[config.mk]
export PLATFORM = sky130hd
export DESIGN_NAME = grid_sequencer
export DESIGN_NICKNAME = d
export VERILOG_FILES = /design/src/rtl/grid_sequencer.sv
export SDC_FILE = /design/constraint.sdc
export NUM_CORES = 1
export LEC_CHECK = 0
export CORE_ASPECT_RATIO = 1.4
export CORE_MARGIN = 10
export CORE_UTILIZATION = 30
export DETAILED_ROUTE_END_ITERATION = 16
export PLACE_DENSITY = 0.6
export SETUP_SLACK_MARGIN = 0.05
export SYNTH_ARGS = -nofsm -noshare
export SYNTH_HDL_FRONTEND = slang
export SYNTH_SLANG_ARGS = --single-unit
[constraint.sdc]
create_clock -name clk -period 2.32 [get_ports clk]
set_clock_uncertainty 0.1 [all_clocks]
set_input_delay 0.232 -clock clk [delete_from_list [all_inputs] [get_ports clk]]
set_output_delay 0.232 -clock clk [all_outputs]
set_load 0.01 [all_outputs]
[src/rtl/grid_sequencer.sv]
// rtl/grid_sequencer.sv - SPI command decoder and timed run sequencer for the compute grid
// Optional: GRID_SEQ_AUTORUN_EN makes a completed WR_BIAS data byte start a run.
module grid_sequencer #(
    parameter int DW            = 8,
    parameter int TRIG_CYCLES   = 4,
    parameter int SETTLE_CYCLES = 32
) (
    input  logic          clk,
    input  logic          rst,
    input  logic          spi_done,
    input  logic [DW-1:0] spi_dout,
    output logic [DW-1:0] spi_din,
    input  logic [DW-1:0] grid_dout,
    output logic [DW-1:0] din,
    output logic [DW-1:0] win,
    output logic [DW-1:0] bias,
    output logic          sign,
    output logic          trig,
    output logic          busy,
    output logic          err
);

    localparam int MAXC = (TRIG_CYCLES > SETTLE_CYCLES) ? TRIG_CYCLES : SETTLE_CYCLES;
    localparam int CW   = $clog2(MAXC + 1);
    localparam logic [CW-1:0] TRIG_LAST   = CW'(TRIG_CYCLES - 1);
    localparam logic [CW-1:0] SETTLE_LAST = CW'(SETTLE_CYCLES - 1);

    localparam logic [2:0] OP_NOP    = 3'd0;
    localparam logic [2:0] OP_WR_DIN = 3'd1;
    localparam logic [2:0] OP_WR_WIN = 3'd2;
    localparam logic [2:0] OP_WR_BIA = 3'd3;
    localparam logic [2:0] OP_RUN    = 3'd4;
    localparam logic [2:0] OP_RD_RES = 3'd5;
    localparam logic [2:0] OP_RD_STA = 3'd6;
    localparam logic [2:0] OP_ILLEGL = 3'd7;

    typedef enum logic [1:0] {S_IDLE, S_ARG, S_TRIG, S_SETTLE} state_t;

    state_t        r_state;
    logic [CW-1:0] r_cnt;
    logic [1:0]    r_target;
    logic [DW-1:0] r_din, r_win, r_bias, r_result, r_spi_din;
    logic          r_sign, r_trig, r_busy, r_err, r_result_valid;

    logic [2:0]    w_op;
    logic [DW-1:0] w_status;
    logic          w_auto_go;
    logic          w_collide;

    assign w_op     = spi_dout[DW-1:DW-3];
    assign w_status = {r_busy, r_err, {(DW-4){1'b0}}, r_sign, r_result_valid};

`ifdef GRID_SEQ_AUTORUN_EN
    logic r_autorun;
    assign w_auto_go = r_autorun && (r_state == S_IDLE);
`else
    assign w_auto_go = 1'b0;
`endif

    // A byte arriving while a run owns the grid (or is about to start) is only served if it is a status read.
    assign w_collide = spi_done && ((r_state == S_TRIG) || (r_state == S_SETTLE) || w_auto_go);

    always_ff @(posedge clk) begin
        if (rst) begin
            r_state        <= S_IDLE;
            r_cnt          <= '0;
            r_target       <= '0;
            r_din          <= '0;
            r_win          <= '0;
            r_bias         <= '0;
            r_result       <= '0;
            r_spi_din      <= '0;
            r_sign         <= 1'b0;
            r_trig         <= 1'b0;
            r_busy         <= 1'b0;
            r_err          <= 1'b0;
            r_result_valid <= 1'b0;
`ifdef GRID_SEQ_AUTORUN_EN
            r_autorun      <= 1'b0;
`endif
        end else begin
            case (r_state)
                S_IDLE: begin
                    if (w_auto_go) begin
`ifdef GRID_SEQ_AUTORUN_EN
                        r_autorun <= 1'b0;
`endif
                        r_trig         <= 1'b1;
                        r_busy         <= 1'b1;
                        r_result_valid <= 1'b0;
                        r_cnt          <= '0;
                        r_state        <= S_TRIG;
                    end else if (spi_done) begin
                        case (w_op)
                            OP_NOP: ;
                            OP_WR_DIN, OP_WR_WIN, OP_WR_BIA: begin
                                r_target <= w_op[1:0];
                                r_state  <= S_ARG;
                            end
                            OP_RUN: begin
                                r_sign         <= spi_dout[0];
                                r_trig         <= 1'b1;
                                r_busy         <= 1'b1;
                                r_result_valid <= 1'b0;
                                r_cnt          <= '0;
                                r_state        <= S_TRIG;
                            end
                            OP_RD_RES: r_spi_din <= r_result;
                            OP_RD_STA: begin
                                r_spi_din <= w_status;
                                r_err     <= 1'b0;
                            end
                            OP_ILLEGL: r_err <= 1'b1;
                            default: ;
                        endcase
                    end
                end
                S_ARG: begin
                    if (spi_done) begin
                        case (r_target)
                            2'd1:    r_din  <= spi_dout;
                            2'd2:    r_win  <= spi_dout;
                            2'd3:    r_bias <= spi_dout;
                            default: ;
                        endcase
`ifdef GRID_SEQ_AUTORUN_EN
                        r_autorun <= (r_target == 2'd3);
`endif
                        r_state <= S_IDLE;
                    end
                end
                S_TRIG: begin
                    if (r_cnt == TRIG_LAST) begin
                        r_trig  <= 1'b0;
                        r_cnt   <= '0;
                        r_state <= S_SETTLE;
                    end else begin
                        r_cnt <= r_cnt + 1'b1;
                    end
                end
                S_SETTLE: begin
                    if (r_cnt == SETTLE_LAST) begin
                        r_result       <= grid_dout;
                        r_result_valid <= 1'b1;
                        r_busy         <= 1'b0;
                        r_cnt          <= '0;
                        r_state        <= S_IDLE;
                    end else begin
                        r_cnt <= r_cnt + 1'b1;
                    end
                end
                default: r_state <= S_IDLE;
            endcase

            if (w_collide) begin
                if (w_op == OP_RD_STA) begin
                    r_spi_din <= w_status;
                    r_err     <= 1'b0;
                end else begin
                    r_err <= 1'b1;
                end
            end
        end
    end

    assign spi_din = r_spi_din;
    assign din     = r_din;
    assign win     = r_win;
    assign bias    = r_bias;
    assign sign    = r_sign;
    assign trig    = r_trig;
    assign busy    = r_busy;
    assign err     = r_err;

endmodule
# --- Yosys cells after proc, flatten, opt, wreduce, memory -nomap -nowiden ---
# Index checks and enable logic that the tools add are counted.
classes:
  addsub: 1
  n_eq_ne: 21
  mux: 31
  reduce_logical: 21
ops:
  columns: ["op", "count"]
  rows:
  - ["two-way mux 8 bit", 4]
  - ["two-way mux 6 bit", 4]
  - ["AND reduction 3 bit", 7]
  - ["case mux 6 bit (3 select lines)", 1]
  - ["case mux 8 bit (2 select lines)", 1]
  - ["equality test 3 bit (second input constant)", 4]
  - ["two-way mux 1 bit", 11]
  - ["equality test 2 bit (second input constant)", 4]
  - ["two-way mux 2 bit", 4]
  - ["case mux 1 bit (2 select lines)", 4]
  - ["case mux 2 bit (4 select lines)", 1]
  - ["AND reduction 4 bit", 2]
  - ["nonzero test 2 bit", 4]
  - ["adder 6 x 1 -> 6 bit (second input constant)", 1]
  - ["equality test 3 x 2 -> 1 bit (second input constant)", 2]
  - ["equality test 6 x 2 -> 1 bit (second input constant)", 1]
  - ["equality test 6 x 5 -> 1 bit (second input constant)", 1]
  - ["!= test 2 x 1 -> 1 bit (second input constant)", 3]
  - ["nonzero test 3 bit", 2]
  - ["AND reduction 5 bit", 1]
  - ["equality test 2 x 1 -> 1 bit (second input constant)", 2]
  - ["!= test 2 bit (second input constant)", 2]
  - ["case mux 2 bit (2 select lines)", 1]
  - ["equality test 3 x 1 -> 1 bit (second input constant)", 1]
  - ["other kinds (6)", 6]
totals:
  regBits: 55
  out_inout_bits: 36
  wordCells: 87

# --- Depth between registers and ports, before layout ---
depth:
  depth_word: 6
  ltp_mapped: 6

# --- Worst setup path before layout ---
# Ideal clock, no wire load.
synth_path:
  kind: "register to register"
  startpoint: "register r_cnt[3]"
  endpoint: "register r_trig (netlist: trig)"
  setup_time_ns: 0.122
  t_arrival_ns: 1.552
  setup_slack_ns: 0.546
  path_stages_with_launch: 6
  n_path_buf: 1
  period_less_slack_ns: 1.774
  path_cell_list: "dfxtp_1 -> buf_6 -> or4_4 -> a21oi_4 -> a22oi_1 -> o311a_1"
synth_between:
  elab_chain_cells: 3
synth_rtl:
  columns: ["element", "line", "source"]
  rows:
  - ["start: declaration", "40", "logic [CW-1:0] r_cnt;"]
  - ["start signal: assignment", "138", "r_cnt <= r_cnt + 1'b1;"]
  - ["start signal: assignment", "149", "r_cnt <= r_cnt + 1'b1;"]
  - ["equality test 6 x 2 -> 1 bit", "133", "if (r_cnt == TRIG_LAST) begin"]
  - ["!= test 2 x 1 -> 1 bit (no line)", null, null]
  - ["AND reduction 4 bit (no line)", null, null]
  - ["end signal: assignment", "88", "r_trig <= 1'b1;"]
  - ["end signal: assignment", "102", "r_trig <= 1'b1;"]
  - ["end signal: assignment", "134", "r_trig <= 1'b0;"]
  - ["end: declaration", "43", "logic r_sign, r_trig, r_busy, r_err, r_result_valid;"]
# No other way between the ends.
# A chain may end at the register's enable or synchronous reset.

# --- Worst setup path in the final report ---
# Same ends and word-level chain as after synthesis.

==> results.toml <==
[run]
drv_cap = 0

[detailed_routing]
via_per_inst = 4.77
first_pass_iters = 4
wl_per_cell_um = 14.9
routed_wirelength_um = 5830
drt_iter0_markers = 92
vias = 1864
drcViolationCount = 0
ant_nets = 0

[logic_synthesis]
yosysWarnings = 0
ys_seq_area_share_pct = 48.8
syn-num-nets = 255
synth-edff-count = 0
ys_seq_elements = 55
syn_area_per_cell_um2 = 9.60
yosysTopAreaCell = "dfxtp_1"
synthTopCellsByArea = "dfxtp_1 49%, mux2i_1 14%, nor2_1 7.3%"
synth_cell_types = 39
ys.flop_type = "dfxtp_1"
synth_area_um2 = 2260
yosysTopAreaCellShare_pct = 48.8
async_flop_share_pct = 0
postSynthCellCount = 235

[finish]
multi_input_area_um2 = 1070
final_cells = 391
final-seq-area_um2 = 1100
fill_cells = 713
syn2layout_area_growth_pct = 35.5
antenna_cells = 0
stdcell_area_um2 = 3060
num-nets-final = 313
drive_above_1_share_pct = 9.52

[min_path]
hold_class = "reg2reg"
worstHoldPathCells = 2

[global_route]
antenna_found_initial = 0
overflow = 0
grt_max_degree = 33
grt_pass1_wl_um = 9660
grt_usage_pct = 10.4
first_global_vias = 1945

[floorplanning]
dieArea_um2 = 11400
dieHeight_um = 123
start_util_pct = 30.6
die_x_um = 93.3
rows = 37
core_um2 = 7360
ios = 55

[setup_path]
path_class = "reg2reg"
crit_arrival_ns = 2.00
rrSetupSlack_ns = 0.43
cp.required_ns = 2.43
crit_fanout = 7
r2r_cells = 4
startpoint_type = "flop"
cp-end-kind = "flop"

[sta]
drv_slew = 0
fin_crit_sh_pct = 81.7
min_period_ns = 1.89
rsz0062_at_grt = "no"
worstMarginPinSlew_ns = 0.558
final-hold-violation-count = 0
fmax_ghz = 0.528
final-setup-viol-count = 0
max-slew-margin-rel_pct = 62.8
fin_setup_tns_ns = 0

[placement]
hpwl_um = 4410
place_congestion = 0.763
dpl_cell_area_um2 = 2940
port_buffers = 54
placedCellCount = 383

[power_and_ir_drop]
vdd_drop_max_v = 0.000323
p_per_area_nw_per_um2 = 572
p_leak_nw = 1.15

[cts]
ctsLongestPathBuffers = 2
cts_sinks = 55
cts_buffers = 5
post_cts_buffers = 0
cts-root-buf = "clkbuf_8"
clk_pin_slew_worst_paths_ns = 0.10
tritoncts = "done"
ctsHoldBuffers = 0
worstSkewPairLatency_ns = 0.31
h-tree-depth = 2
postCtsResizedCells = 0

[outcome]
status = "finished, final reports clean"
synthesized netlist by cell type (2+ instances only):
master,instances
nor2_1,44
a31oi_1,2
nor4b_1,3
or3_2,2
xnor2_1,3
nor2b_1,3
buf_2,5
a22oi_1,7
nand4_1,2
o21ai_0,4
inv_1,4
o211a_1,2
nand3_1,5
nand2_1,11
a221o_1,4
nand2b_1,4
dfxtp_1,55
a21oi_1,10
clkbuf_1,8
mux2i_1,32
and3_1,6
nor3_1,2
path summary, 6_finish.rpt:
path                               start        to
worst min-delay path            r_cnt[0]  r_cnt[0]
worst max register to register  r_cnt[3]      trig
worst min register to register  r_cnt[0]  r_cnt[0]
worst max-delay path            r_cnt[3]      trig
registers in the layout (all words and copies together), names as in the netlist, 2 cells and up:
signal / flops
bias: 8
din: 8
r_result: 8
spi_din: 8
win: 8
r_cnt: 6
r_state: 2
r_target: 2
metrics by stage:
step | utilization, % | setup slack (ns) | power, W | hold slack, ns
2_1_floorplan | - | 0.546 | 0.00105 | 0.276
3_3_place_gp | 39.9 | 0.301 | 0.00112 | 0.364
3_5_place_dp | 39.9 | 0.275 | 0.00112 | 0.374
4_1_cts | 41.5 | 0.424 | 0.00178 | 0.389
5_1_grt | 41.5 | 0.316 | 0.00182 | 0.410
6_report | 41.5 | 0.425 | 0.00175 | 0.389
logic make-up after synthesis:
family	after synthesis	synth area share (%)
xor gates and xnor gates	4	1.55
adders and majority gates	1	0.555
muxes	32	14.2
and+or+nand+nor	88	19.1
buffers and inverters	19	3.94
AOI/OAI and AO/OA	36	11.9
DFF	55	48.8
cell usage in the layout, fill, tap and decap left out, types with 2 or more instances in the layout:
| cell | n |
|---|---|
| a21oi_1 | 10 |
| a221o_1 | 4 |
| a22oi_1 | 7 |
| a31oi_1 | 2 |
| and3_1 | 6 |
| buf_4 | 12 |
| clkbuf_8 | 5 |
| clkdlybuf4s50_1 | 54 |
| dfxtp_1 | 55 |
| inv_1 | 4 |
| mux2i_1 | 32 |
| nand2_1 | 11 |
| nand2b_1 | 4 |
| nand3_1 | 5 |
| nand4_1 | 2 |
| nor2_1 | 44 |
| nor2b_1 | 3 |
| nor3_1 | 2 |
| nor4b_1 | 2 |
| o211a_1 | 2 |
| o21ai_0 | 4 |
| or3_2 | 2 |
| xnor2_1 | 3 |
per-layer routing:
| layer | global-route usage (%) | vias to the layer above | share of wire [%] |
|---|---|---|---|
| met2 | 17.3 | 42 | 50 |
| met4 | 3.38 | 0 | 1.5 |
| met3 | 4.40 | 8 | 7.1 |
| met5 | 0 | - | 0 |
| li1 | - | 939 | - |
| met1 | 11.8 | 875 | 42 |
area by class of cell:
cell class	count	share of cell area, %
clock inverters	3	1.56
flip-flops and latches	55	36.0
well taps	97	3.97
multi-input cells	161	35.1
repair buffers	66	20.6
inverters	4	0.491
clock buffers	5	2.25
critical path, stage by stage (launching register included):
cell and delay [ns]:
dfxtp_1 0.40, or4_4 0.56, a21oi_4 0.26, a22oi_1 0.12, o311a_1 0.35
where the power goes:
part / switching, W / internal [W] / total (W) / leakage [nW]
sequential: 0.0000122 / 0.000952 / 0.000964 / 0.444
combinational: 0.0000658 / 0.0000654 / 0.000131 / 0.651
clock: 0.000325 / 0.000328 / 0.000653 / 0.0587
total: 0.000403 / 0.00134 / 0.00175 / 1.15
No activity file was read; power rests on OpenSTA's default activity.
